===== src/rtl/dmem_mmio_bridge.sv =====
// Data-memory slave bridge: routes CPU requests to a word BRAM with fixed read
// latency or to per-channel RX/TX stream FIFOs exposed as MMIO registers.
module dmem_mmio_bridge #(
  parameter int          DATA_W     = 32,
  parameter int          BRAM_AW    = 16,
  parameter int          RD_LAT     = 1,
  parameter int          N_CH       = 2,
  parameter int          CH_W       = 8,
  parameter int          FIFO_DEPTH = 8,
  parameter logic [31:0] MMIO_BASE  = 32'hFFFF_FF00
) (
  input  logic                   clk,
  input  logic                   nrst,
  input  logic                   en,
  input  logic                   we,
  input  logic [31:0]            addr,
  input  logic [DATA_W-1:0]      wd,
  output logic                   stall,
  output logic [DATA_W-1:0]      rd,
  output logic                   bram_en,
  output logic                   bram_we,
  output logic [BRAM_AW-1:0]     bram_addr,
  output logic [DATA_W-1:0]      bram_wd,
  input  logic [DATA_W-1:0]      bram_rd,
  input  logic [N_CH*CH_W-1:0]   rx_data,
  input  logic [N_CH-1:0]        rx_valid,
  output logic [N_CH-1:0]        rx_ready,
  output logic [N_CH*CH_W-1:0]   tx_data,
  output logic [N_CH-1:0]        tx_valid,
  input  logic [N_CH-1:0]        tx_ready
);

  localparam logic [0:0] ST_IDLE = 1'b0;
  localparam logic [0:0] ST_WAIT = 1'b1;
  localparam int         PW      = $clog2(FIFO_DEPTH);
  localparam logic [3:0] N_CH_L  = 4'(N_CH);

  logic [0:0] state_reg, state_next;
  logic [2:0] cnt_reg, cnt_next;

  logic              is_mmio, ch_ok;
  logic [29:0]       word_off;
  logic [2:0]        ch_sel;
  logic [1:0]        reg_sel;

  logic [N_CH-1:0]   rx_empty, rx_full, tx_empty, tx_full, rx_pop, tx_push;
  logic [CH_W-1:0]   rx_head [N_CH];

  logic              sel_rx_empty, sel_rx_full, sel_tx_empty, sel_tx_full;
  logic [CH_W-1:0]   sel_rx_head;
  logic              do_pop, do_push;
  logic              stall_c, bram_en_c, bram_we_c;
  logic [DATA_W-1:0] rd_c;

  // Word-granular offset keeps addr[1:0] out of the register decode.
  assign is_mmio  = (addr >= MMIO_BASE);
  assign word_off = addr[31:2] - MMIO_BASE[31:2];
  assign ch_sel   = word_off[4:2];
  assign reg_sel  = word_off[1:0];
  assign ch_ok    = is_mmio && (word_off[29:5] == '0) && ({1'b0, ch_sel} < N_CH_L);

  assign bram_addr = addr[BRAM_AW+1:2];
  assign bram_wd   = wd;

  always_comb begin
    sel_rx_empty = 1'b1;
    sel_rx_full  = 1'b0;
    sel_tx_empty = 1'b1;
    sel_tx_full  = 1'b0;
    sel_rx_head  = '0;
    for (int c = 0; c < N_CH; c++) begin
      if (ch_sel == 3'(c)) begin
        sel_rx_empty = rx_empty[c];
        sel_rx_full  = rx_full[c];
        sel_tx_empty = tx_empty[c];
        sel_tx_full  = tx_full[c];
        sel_rx_head  = rx_head[c];
      end
    end
  end

  always_comb begin
    state_next = state_reg;
    cnt_next   = cnt_reg;
    stall_c    = 1'b0;
    rd_c       = '0;
    bram_en_c  = 1'b0;
    bram_we_c  = 1'b0;
    do_pop     = 1'b0;
    do_push    = 1'b0;
    if (state_reg == ST_WAIT) begin
      cnt_next = cnt_reg - 3'd1;
      if (cnt_reg == 3'd1) begin
        rd_c       = bram_rd;
        state_next = ST_IDLE;
      end else begin
        stall_c = 1'b1;
      end
    end else if (en) begin
      if (!is_mmio) begin
        bram_en_c = 1'b1;
        if (we) begin
          bram_we_c = 1'b1;
        end else begin
          stall_c    = 1'b1;
          state_next = ST_WAIT;
          cnt_next   = 3'(RD_LAT);
        end
      end else if (ch_ok) begin
        case (reg_sel)
          2'd0: if (!we && !sel_rx_empty) begin
            rd_c   = DATA_W'(sel_rx_head);
            do_pop = 1'b1;
          end
          2'd1: if (!we) rd_c[1:0] = {sel_rx_full, !sel_rx_empty};
          // TX push waits on the registered full flag only.
          2'd2: if (we) begin
            if (sel_tx_full) stall_c = 1'b1;
            else             do_push = 1'b1;
          end
          default: if (!we) rd_c[1:0] = {sel_tx_empty, !sel_tx_full};
        endcase
      end
    end
  end

  // Outputs are forced quiet while reset is held, even if the master keeps en high.
  assign stall   = stall_c   & nrst;
  assign bram_en = bram_en_c & nrst;
  assign bram_we = bram_we_c & nrst;
  assign rd      = nrst ? rd_c : '0;

  always_comb begin
    for (int c = 0; c < N_CH; c++) begin
      rx_pop[c]  = do_pop  && (ch_sel == 3'(c));
      tx_push[c] = do_push && (ch_sel == 3'(c));
    end
  end

  always_ff @(posedge clk or negedge nrst) begin
    if (!nrst) begin
      state_reg <= ST_IDLE;
      cnt_reg   <= 3'd0;
    end else begin
      state_reg <= state_next;
      cnt_reg   <= cnt_next;
    end
  end

  genvar gi;
  generate
    for (gi = 0; gi < N_CH; gi++) begin : g_ch
      logic [CH_W-1:0] rx_mem [FIFO_DEPTH];
      logic [CH_W-1:0] tx_mem [FIFO_DEPTH];
      logic [PW:0]     rx_wr_reg, rx_rd_reg, tx_wr_reg, tx_rd_reg;
      logic            rx_push, tx_drain;

      assign rx_empty[gi] = (rx_wr_reg == rx_rd_reg);
      assign rx_full[gi]  = (rx_wr_reg[PW] != rx_rd_reg[PW]) &&
                            (rx_wr_reg[PW-1:0] == rx_rd_reg[PW-1:0]);
      assign tx_empty[gi] = (tx_wr_reg == tx_rd_reg);
      assign tx_full[gi]  = (tx_wr_reg[PW] != tx_rd_reg[PW]) &&
                            (tx_wr_reg[PW-1:0] == tx_rd_reg[PW-1:0]);

      assign rx_ready[gi] = !rx_full[gi];
      assign tx_valid[gi] = !tx_empty[gi];
      assign rx_push      = rx_valid[gi] && !rx_full[gi];
      assign tx_drain     = tx_valid[gi] && tx_ready[gi];

      assign rx_head[gi]                 = rx_mem[rx_rd_reg[PW-1:0]];
      assign tx_data[gi*CH_W +: CH_W]    = tx_mem[tx_rd_reg[PW-1:0]];

      always_ff @(posedge clk or negedge nrst) begin
        if (!nrst) begin
          rx_wr_reg <= '0;
          rx_rd_reg <= '0;
          tx_wr_reg <= '0;
          tx_rd_reg <= '0;
        end else begin
          if (rx_push)     rx_wr_reg <= rx_wr_reg + 1'b1;
          if (rx_pop[gi])  rx_rd_reg <= rx_rd_reg + 1'b1;
          if (tx_push[gi]) tx_wr_reg <= tx_wr_reg + 1'b1;
          if (tx_drain)    tx_rd_reg <= tx_rd_reg + 1'b1;
        end
      end

      always_ff @(posedge clk) begin
        if (rx_push)     rx_mem[rx_wr_reg[PW-1:0]] <= rx_data[gi*CH_W +: CH_W];
        if (tx_push[gi]) tx_mem[tx_wr_reg[PW-1:0]] <= wd[CH_W-1:0];
      end
    end
  endgenerate

endmodule


===== config.mk =====
export PLATFORM = sky130hd
export DESIGN_NAME = dmem_mmio_bridge
export DESIGN_NICKNAME = d
export VERILOG_FILES = /design/src/rtl/dmem_mmio_bridge.sv
export SDC_FILE = /design/constraint.sdc
export NUM_CORES = 1
export LEC_CHECK = 0
export ABC_CLOCK_PERIOD_IN_PS = 3150
export CORE_UTILIZATION = 44
export DETAILED_ROUTE_END_ITERATION = 6
export GPL_ROUTABILITY_DRIVEN = 0
export PLACE_DENSITY_LB_ADDON = 0.3
export SETUP_SLACK_MARGIN = 0.4
export SYNTH_ARGS = -nofsm -noshare
export SYNTH_HDL_FRONTEND = slang
export SYNTH_SLANG_ARGS = --single-unit

===== constraint.sdc =====
create_clock -name clk -period 3.15 [get_ports clk]
set_clock_uncertainty 0.15 [all_clocks]
set_input_delay 0.63 -clock clk [delete_from_list [all_inputs] [get_ports clk]]
set_output_delay 0.63 -clock clk [all_outputs]
set_load 0.005 [all_outputs]

==> impl_metrics.env <==
export IMPL_status="finished with violations"
export IMPL_violations="setup timing"
export IMPL_setup_violations=17
export IMPL_dieArea_mm2=0.0299
export IMPL_critPathSlowestCell="mux4_2"
export IMPL_period_share=1.07
export IMPL_synth_edff_count=256
export IMPL_die_h_um=173
export IMPL_dp_slack_ns=-1.16
export IMPL_synth_async_sr_flop_share=0.123
export IMPL_rsz0062_at_grt="yes"
export IMPL_track_usage=0.203
export IMPL_cts_root_buf="clkbuf_16"
export IMPL_grt_overflow=0
export IMPL_worstPathMaxFanout=4
export IMPL_criticalPathCategory="reg -> out"
export IMPL_grt_max_degree=24
export IMPL_numClockSinks=292
export IMPL_timing_fmax_ghz=0.297
export IMPL_hp_class="in -> async"
export IMPL_netlist_area_mm2=0.0129
export IMPL_start_util=0.448
export IMPL_wl_per_cell_um=20.2
export IMPL_io_pins=223
export IMPL_powerDensity_mw_per_mm2=535
export IMPL_ys_ff_latch=292
export IMPL_grt_pass1_vias=8222
export IMPL_crit_required_ns=2.37
export IMPL_numPortBuffers=172
export IMPL_dp_final_hpwl_mm=19.8
export IMPL_clockBufferDepth=3
export IMPL_worst_slack_ns=-0.217
export IMPL_fin_area_mm2=0.0187
export IMPL_cp_data_arrival_time_ns=2.59
export IMPL_grt_pass1_wl_mm=46.2
export IMPL_critical_path_max_stage_delay_ns=0.49
export IMPL_fin_cells=1521
export IMPL_yosysSeqAreaShare=0.668
export IMPL_wl_mm=30.8
export IMPL_cts_buffers=30
export IMPL_placed_cells=1374
export IMPL_placed_area_mm2=0.0160
export IMPL_clkTransAtPathRegs_ns=0.06
export IMPL_finalMaxSlewViolations=0
export IMPL_path_cells="buf_6 -> mux4_2 -> mux2_4 -> nand2_2 -> o21ai_2 -> a21oi_2 -> nor3_4 -> buf_6 -> a21o_1 -> buf_2"
export IMPL_finalCriticalPeriod_ns=3.37
export IMPL_synthCells=765
export IMPL_core_mm2=0.0287
export IMPL_cp_start_kind="register"
export IMPL_relSlewSlack=0.557
export IMPL_die_w_um=173
export IMPL_rows=62
export IMPL_ir_drop_mv=0.588
export IMPL_syn_to_final_growth_pct=45.3
export IMPL_clock_latency_ns=0.54
export IMPL_synth_ff_type="edfxtp_1"
export IMPL_leakage_nw=6.91
export IMPL_drive_above_1_share=0.498
export IMPL_synth_cell_type_count=53
export IMPL_htree_levels=1
export IMPL_nets=1245
export IMPL_utilization=0.651
export IMPL_cts_tree="built"
export IMPL_drtIter0Drc=578
export IMPL_final_hold_violation_count=0
export IMPL_ant_nets=0
export IMPL_drv_cap=0
export IMPL_syn_area_per_cell_um2=16.8
export IMPL_vias_per_cell=5.21
export IMPL_tightest_slew_ns=0.662
export IMPL_syn_nets=896
export IMPL_num_vias=7927
export IMPL_endpoint_kind="output pin"
export IMPL_drc=0
export IMPL_grt_antenna_before_repair=1
export IMPL_firstDrtPassIters=5
export IMPL_yosysWarningCount=0
export IMPL_path_common_cell="buf_6"
[critical path: cells and delay by family, from the launching register on]
family | cells | cell delay, ns
AOI/OAI and AO/OA | 3 | 0.38
buffers and inverters | 3 | 0.37
and+or+nand+nor | 2 | 0.13
DFF | 1 | 0.38
muxes | 2 | 0.78
[where the power goes]
part | total (mW) | internal [mW] | switching [mW]
Sequential | 4.66 | 4.55 | 0.114
Clock | 3.53 | 2.11 | 1.42
Combinational | 1.81 | 0.929 | 0.876
[timing repair]
action | in CTS | in global routing
setup endpoints to repair | 195 | 201
pin swaps | 55 | 47
resized for setup | 433 | 127
gates cloned | 8 | 1
setup buffers | 47 | 35
hold endpoints to repair | 13 | 0
hold buffers | 1 | 0
[per-stage QoR]
| stage | power [mW] | setup TNS (ns) | hold slack, ns |
|---|---|---|---|
| after global routing | 10.3 | -3.63 | 0.193 |
| after CTS | 9.90 | -1.56 | 0.171 |
| final | 10.0 | -1.98 | 0.153 |
| after global placement | 6.06 | -53.84 | 0.316 |
| after floorplan | 5.37 | 0 | 0.184 |
| after detailed placement | 6.10 | -55.55 | 0.321 |
[synth_stat cells, types with 13 or more instances]
cell / count / share of area
dfrtp_1: 36 / 0.070
nor3_1: 20 / 0.0078
xnor2_1: 17 / 0.012
nand2_1: 39 / 0.011
buf_2: 13 / 0.0051
nor4_1: 13 / 0.0063
nor2_1: 24 / 0.0070
xor2_1: 25 / 0.017
mux2_2: 32 / 0.028
buf_4: 52 / 0.030
edfxtp_1: 256 / 0.60
and2_1: 31 / 0.015
mux4_2: 64 / 0.11
[per-layer routing]
layer  track usage  vias up  routed length, um
met1         0.257     3995              12300
li1              -     3625                  -
met5             0        -                  0
met3        0.0374       50               1740
met2         0.355      257              16100
met4        0.0638        0                665
[path summary, 6_finish.rpt]
path	depth (start not counted)	slack (ns)	endpoint	startpoint
worst min register to register	1	0.34	g_ch[0].tx_wr_reg[3]$_DFFE_PN0P_	g_ch[0].tx_wr_reg[3]$_DFFE_PN0P_
worst max-delay path	10	-0.22	rd[1]	g_ch[1].rx_rd_reg[0]$_DFFE_PN0P_
worst max register to register	12	0.32	g_ch[0].tx_mem[2][2]$_DFFE_PP_	g_ch[0].tx_rd_reg[0]$_DFFE_PN0P_
worst min-delay path	3	0.15	g_ch[1].tx_wr_reg[3]$_DFFE_PN0P_	nrst
min in group clk	1	0.34	g_ch[0].tx_wr_reg[3]$_DFFE_PN0P_	g_ch[0].tx_wr_reg[3]$_DFFE_PN0P_
max in group asynchronous	3	1.68	g_ch[1].rx_wr_reg[3]$_DFFE_PN0P_	nrst
[area by class of cell]
cell class	count	area, um2
Antenna cell	1	2.50
Clock buffer	34	787
Clock inverter	20	206
Fill cell	1973	10000
Inverter	11	41.3
Multi-Input combinational cell	376	4470
Sequential cell	292	8590
Tap cell	384	480
Timing Repair Buffer	403	4100
[cells by family after synthesis]
| kind of cell | after synthesis | share of synthesized area |
|---|---|---|
| adder cells (fa/ha/maj) | 11 | 0.0107 |
| AND/OR/NAND/NOR | 182 | 0.0819 |
| AO/OA/AOI/OAI | 36 | 0.0178 |
| XOR/XNOR | 42 | 0.0286 |
| buffers and inverters | 97 | 0.0457 |
| multiplexers | 105 | 0.147 |
| flip-flops | 292 | 0.668 |
[cell usage in the layout (no fill, tap or decap), drive strengths merged, types with 2 or more instances in the layout]
master / instances
xor2: 25
nor2: 24
bufinv: 4
a21oi: 10
nand2b: 6
clkinv: 14
or3: 2
o21ai: 11
clkdlybuf4s50: 86
nor3: 21
xnor2: 17
nand4: 12
and2: 31
mux4: 64
nor4: 16
dlygate4sd2: 8
a32oi: 2
clkbuf: 44
ha: 11
mux2: 32
a21o: 2
nand3: 13
nor3b: 9
and4: 2
buf: 291
nand2: 39
dfrtp: 36
a31oi: 3
clkdlybuf4s15: 5
edfxtp: 256
mux2i: 9
inv: 12
Power figures use the tool's default switching activity.
